`config.mk`:
```
export PLATFORM = sky130hd
export DESIGN_NAME = reg_file_mp_flat
export DESIGN_NICKNAME = d
export VERILOG_FILES = /design/src/rtl/reg_file_mp_if.sv /design/src/rtl/reg_file_mp.sv /design/src/flat_wrapper.sv
export SDC_FILE = /design/constraint.sdc
export NUM_CORES = 2
export LEC_CHECK = 0
export ABC_CLOCK_PERIOD_IN_PS = 32700
export BUFFER_PORTS_ARGS = -buffer_cell sky130_fd_sc_hd__buf_2
export CAP_MARGIN = 25
export CORE_ASPECT_RATIO = 1.1
export CORE_UTILIZATION = 40
export CTS_CLUSTER_SIZE = 30
export DETAILED_ROUTE_END_ITERATION = 8
export GPL_TIMING_DRIVEN = 0
export SYNTH_ARGS = -nofsm -noshare
export SYNTH_HDL_FRONTEND = slang
export SYNTH_SLANG_ARGS = --single-unit
```
`constraint.sdc`:
```
create_clock -name clk -period 32.7 [get_ports clk]
set_input_delay 6.54 -clock clk [delete_from_list [all_inputs] [get_ports clk]]
set_output_delay 6.54 -clock clk [all_outputs]
set_load 0.005 [all_outputs]
```
`src/rtl/reg_file_mp_if.sv`:
```
// Register-file port bundle: read addresses/data, write port, clear request and status.
// Master drives addresses and write data; slave (the register file) returns data and status.
interface reg_file_mp_if #(
  parameter int unsigned N     = 32,
  parameter int unsigned AW    = 5,
  parameter int unsigned NREAD = 2
);
  logic [NREAD*AW-1:0] raddr;
  logic [NREAD*N-1:0]  rdata;
  logic [AW-1:0]       rv;
  logic                regwr;
  logic [N-1:0]        busv;
  logic                clrreq;
  logic                busy;
  logic                wrdrop;

  modport master (
    output raddr, rv, regwr, busv, clrreq,
    input  rdata, busy, wrdrop
  );

  modport slave (
    input  raddr, rv, regwr, busv, clrreq,
    output rdata, busy, wrdrop
  );
endinterface

```
`src/rtl/reg_file_mp.sv`:
```
// Multi-read-port register file with hardwired-zero entry 0 and a one-entry-per-cycle clear engine.
// Optional write-to-read forwarding when REGFILE_BYPASS_EN is defined.
module reg_file_mp #(
  parameter int unsigned N     = 32,
  parameter int unsigned AW    = 5,
  parameter int unsigned NREAD = 2
) (
  input  logic          clk,
  input  logic          rst,
  reg_file_mp_if.slave  bus
);
  localparam int unsigned DEPTH = 2 ** AW;

  typedef enum logic {StIdle, StClear} state_t;

  state_t          state_q;
  logic [AW-1:0]   cnt_q;
  logic            busy_q;
  logic            wrdrop_q;
  logic [N-1:0]    mem_q [DEPTH];
  logic            wr_en;
  logic [AW-1:0]   ra;

  assign wr_en = bus.regwr && (state_q == StIdle) && (bus.rv != '0);

  always_ff @(posedge clk or posedge rst) begin
    if (rst) begin
      state_q  <= StIdle;
      cnt_q    <= '0;
      busy_q   <= 1'b0;
      wrdrop_q <= 1'b0;
      for (int i = 0; i < int'(DEPTH); i++) mem_q[i] <= '0;
    end else begin
      wrdrop_q <= bus.regwr && (state_q == StClear);
      unique case (state_q)
        StIdle: begin
          if (wr_en) mem_q[bus.rv] <= bus.busv;
          // A same-cycle write still lands; the sweep zeroes it later.
          if (bus.clrreq) begin
            state_q <= StClear;
            cnt_q   <= AW'(1);
            busy_q  <= 1'b1;
          end
        end
        StClear: begin
          mem_q[cnt_q] <= '0;
          if (cnt_q == AW'(DEPTH - 1)) begin
            state_q <= StIdle;
            cnt_q   <= '0;
            busy_q  <= 1'b0;
          end else begin
            cnt_q <= cnt_q + AW'(1);
          end
        end
        default: state_q <= StIdle;
      endcase
    end
  end

  always_comb begin
    bus.rdata = '0;
    ra        = '0;
    for (int k = 0; k < int'(NREAD); k++) begin
      ra = bus.raddr[k*AW +: AW];
      if (ra != '0) begin
        bus.rdata[k*N +: N] = mem_q[ra];
`ifdef REGFILE_BYPASS_EN
        if (wr_en && (ra == bus.rv)) bus.rdata[k*N +: N] = bus.busv;
`else
`endif
      end
    end
  end

  assign bus.busy   = busy_q;
  assign bus.wrdrop = wrdrop_q;
endmodule
```
`src/flat_wrapper.sv`:
```
// flat-port wrapper written by rule: the top's interface ports become plain ports
module reg_file_mp_flat 
#(
  parameter int unsigned N     = 32,
  parameter int unsigned AW    = 5,
  parameter int unsigned NREAD = 2
)
  (clk, rst, bus_raddr, bus_rv, bus_regwr, bus_busv, bus_clrreq, bus_rdata, bus_busy, bus_wrdrop);
  reg_file_mp_if #(.N(N), .AW(AW), .NREAD(NREAD)) bus_i ();
  input  logic clk;
  input  logic rst;
  input wire logic [$bits(bus_i.raddr)-1:0] bus_raddr;
  input wire logic [$bits(bus_i.rv)-1:0] bus_rv;
  input wire logic [$bits(bus_i.regwr)-1:0] bus_regwr;
  input wire logic [$bits(bus_i.busv)-1:0] bus_busv;
  input wire logic [$bits(bus_i.clrreq)-1:0] bus_clrreq;
  output wire logic [$bits(bus_i.rdata)-1:0] bus_rdata;
  output wire logic [$bits(bus_i.busy)-1:0] bus_busy;
  output wire logic [$bits(bus_i.wrdrop)-1:0] bus_wrdrop;
  assign bus_i.raddr = bus_raddr;
  assign bus_i.rv = bus_rv;
  assign bus_i.regwr = bus_regwr;
  assign bus_i.busv = bus_busv;
  assign bus_i.clrreq = bus_clrreq;
  assign bus_rdata = bus_i.rdata;
  assign bus_busy = bus_i.busy;
  assign bus_wrdrop = bus_i.wrdrop;
  reg_file_mp #(.N(N), .AW(AW), .NREAD(NREAD)) u_core (.clk(clk), .rst(rst), .bus(bus_i));
endmodule
```
==> summary.md <==
| Metric | Value |
|---|---|
| Status | `finished clean` |
| Drt drc | `0` |
| Antenna violations before repair | `23` |
| Rows | `about 140` |
| Fmax | `58.2 MHz` |
| Post-synth top area cell | `dfrtp_1` |
| Power Total | `around 3.8 mW` |
| Sw power | `1.19 mW` |
| Worst R2R Setup Slack | `slightly below 30000 ps` |
| Final Slew Violations | `0` |
| Global Route met1 Usage | `about 43%` |
| Post-DP HPWL | `~160000 microns` |
| CTS H-Tree Depth | `3` |
| Switching Fraction | `31.4%` |
| Synth warnings | `0` |
| Tmin final | `about 17000 ps` |
| Gr usage total | `34.0%` |
| Clk Tree Root Cell | `clkbuf_16` |
| Mapped Nets | `3858` |
| Buffer count from post-CTS setup fixing | `0` |
| Slew @ Worst Pin | `between 1000 and 1500 ps` |
| DIE HEIGHT | `between 300 and 400 microns` |
| Worst Path Required | `~26000 ps` |
| Min-delay src | `u_core.mem_q[1009]` |
| Peak supply drop | `approximately 0.000045 V` |
| Drt pass-1 iters | `8` |
| Sequential share of power | `a little over two fifths` |
| Fillers | `approximately 12000` |
| Final setup TNS | `0 ps` |
| Initial DRC Count | `between 6000 and 7000` |
| Core Region | `approximately 130000 sq um` |
| Synth Cell Area | `between 50000 and 60000 sq um` |
| TritonCTS clock tree | `yes` |
| Max Buffers Root-to-Sink | `3` |
| Setup violators final | `0` |
| Worst r2r src | `u_core.state_q` |
| Yosys cell types | `39` |
| Largest net degree at the start of global routing | `between 40 and 50` |
| Cell leakage power | `roughly 26 nW` |
| Fin area | `approximately 60000 sq um` |
| Cells after Synth | `3802` |
| CP Capture Type | `output pin` |
| Final Hold Viols | `0` |
| Critical path class | `input pin to output pin` |
| Routed vias/inst | `roughly 7.1` |
| Post-synthesis sequential area ratio | `between 40% and 50%` |
| Most common library cell in the layout ignoring fill and taps | `dfrtp_1` |
| CTS Buf Count | `between 100 and 150` |
| Die ar. | `between 100000 and 150000 sq um` |
| GR Util met3 | `13.7%` |
| Crit path launch type | `input pin` |
| Max-cap violations | `0` |
| Post-synth EDFFs | `0` |
| FF-to-FF End | `u_core.mem_q[410]` |
| Synth async-reset ratio | `100%` |
| Wirelength per Cell | `38.5 microns` |
| Internal | `2.61 mW` |
| Number of global-route vias before repair | `between 40000 and 50000` |
| Comb pwr share | `between 20% and 30%` |
| IO Count | `117` |
| Area added between synthesis and finish | `14.0%` |
| First-pass GRT wire length | `~320000 microns` |
| Post-synth top area share | `a little under 50%` |
| Worst slew margin | `approximately 14%` |
| Hold Path Depth | `1` |
| DP Area | `56500 sq um` |
| WL final | `about 230000 microns` |
| Met2 usage | `about half` |
| Worst Hold End | `u_core.mem_q[1009]` |
| Gates resized, CTS repair | `0` |
| CTS Hold Buffers Added | `0` |
| Initial core utilization | `about two fifths` |
| Global route hottest layer | `met2` |
| RSZ-0062 raised after global routing | `false` |
| Worst skew pair latency | `770 ps` |
| Crit path from | `bus_raddr[2]` |
| Commonest cells after routing, fill and taps aside | `dfrtp_1 (1032), a22o_1 (992), mux4_2 (448)` |
| Layout cells sized above 1 | `24.2%` |
| Nets | `roughly 4100` |
| Port buffer count | `about 110` |
| Syn Area/Cell | `roughly 14 sq um` |
| Clock Power Share | `between 30% and 40%` |
| Hold Path Class | `flop to flop` |
| Antenna-violating nets left | `0` |
| Vias | `roughly 42000` |
| Register-to-Register Path Depth | `6` |
| Routability cong. | `between 1 and 1.5` |
| Clk slew on worst S/H paths | `roughly 60 ps` |
| Arr. time, crit path | `10660 ps` |
| Total grt overflow | `0` |
| Area contributors post-synth | `dfrtp_1 (49%), mux4_2 (19%), a22o_1 (16%), clkbuf_1 (2.6%), mux2i_1 (2.4%)` |
| Die Wd | `about 350 microns` |
| Clk sinks | `a little over 1000` |
| Max FO, Critical Path | `10` |
| Main synth FF type | `dfrtp_1` |
| Clock Skews | `roughly 44 ps` |
| Final worst-path cycle share | `a little over half` |
| PwrDens | `63.0 nW/um^2` |
| Seq cells post-synth | `~1000` |
power groups by stage:
stage / combinational, mW / sequential, mW / clock, mW
floorplan: 0.534 / 1.60 / 0
global placement: 0.775 / 1.64 / 0
detailed placement: 0.798 / 1.65 / 0
CTS: 0.801 / 1.63 / 1.33
global route: 0.860 / 1.66 / 1.38
finish: 0.830 / 1.64 / 1.33
through the flow:
step,hold WS (ps),cells,worst slack [ps],util [%]
global route,529,5936,15730,46.1
detailed placement,490,5720,15800,43.1
floorplan,467,3802,11930,-
global placement,483,5672,5680,42.5
CTS,510,5917,15810,46.0
finish,508,5945,15500,46.1
worst max-delay path by stage:
stage | to | slack (ps) | cells after the start
2_1_floorplan | u_core.bus.busy | 11930 | 1
6_report | bus_rdata[15] | 15500 | 8
4_1_cts | bus_rdata[16] | 15810 | 8
3_3_place_gp | u_core.mem_q[162] | 5680 | 2
3_5_place_dp | bus_rdata[16] | 15800 | 8
5_1_grt | bus_rdata[15] | 15730 | 8
per-layer routing:
| metal | vias to the layer above | part of all wire [%] | wire [microns] |
|---|---|---|---|
| met2 | 3147 | 44 | 100000 |
| met5 | - | 0.072 | 165 |
| li1 | 16100 | - | - |
| met1 | 22400 | 37 | 85200 |
| met4 | 26 | 5.8 | 13300 |
| met3 | 630 | 13 | 29900 |
cell families after synthesis:
group / synth area share (%)
mux: 22.8
xor+xnor: 0.0331
buf+inv: 3.92
fa+ha+maj: 0.118
compound gates: 21.8
simple gates: 2.53
flops: 48.8
worst max-delay path, stage by stage:
cell and delay (ps):
buf_2 440, buf_2 380, buf_4 290, buf_2 580, clkbuf_1 740, a211oi_1 440
a311oi_1 940, buf_2 260
cell type report:
cell class	count	area, sq um	share of cell area (%)
Timing Repair Buffer	175	1430	2.38
Buffer	498	2040	3.38
Clock inverter	43	499	0.827
Tap cell	1762	2200	3.65
Inverter	10	41.3	0.0684
Sequential cell	1032	25800	42.8
Multi-Input combinational cell	2262	25000	41.5
Antenna cell	9	22.5	0.0373
Clock buffer	154	3240	5.37
registers in the layout, indices dropped and copies added, names as in the netlist:
name,flops
u_core.bus.busy,1
u_core.bus.wrdrop,1
u_core.cnt_q,5
u_core.mem_q,1024
u_core.state_q,1
cell usage after synthesis, types with 19 or more instances:
cell,instances
o21ai_0,112
a211oi_1,64
nor2b_1,70
mux2_2,64
nand2_1,41
and2_1,40
a22oi_1,64
nor2_1,31
a311oi_1,64
o2111ai_1,19
a21oi_1,31
clkbuf_1,365
a221oi_1,45
dfrtp_1,1032
mux2i_1,128
a22o_1,992
mux4_2,448
buf_2,119
No activity file was read; power rests on OpenSTA's default activity.
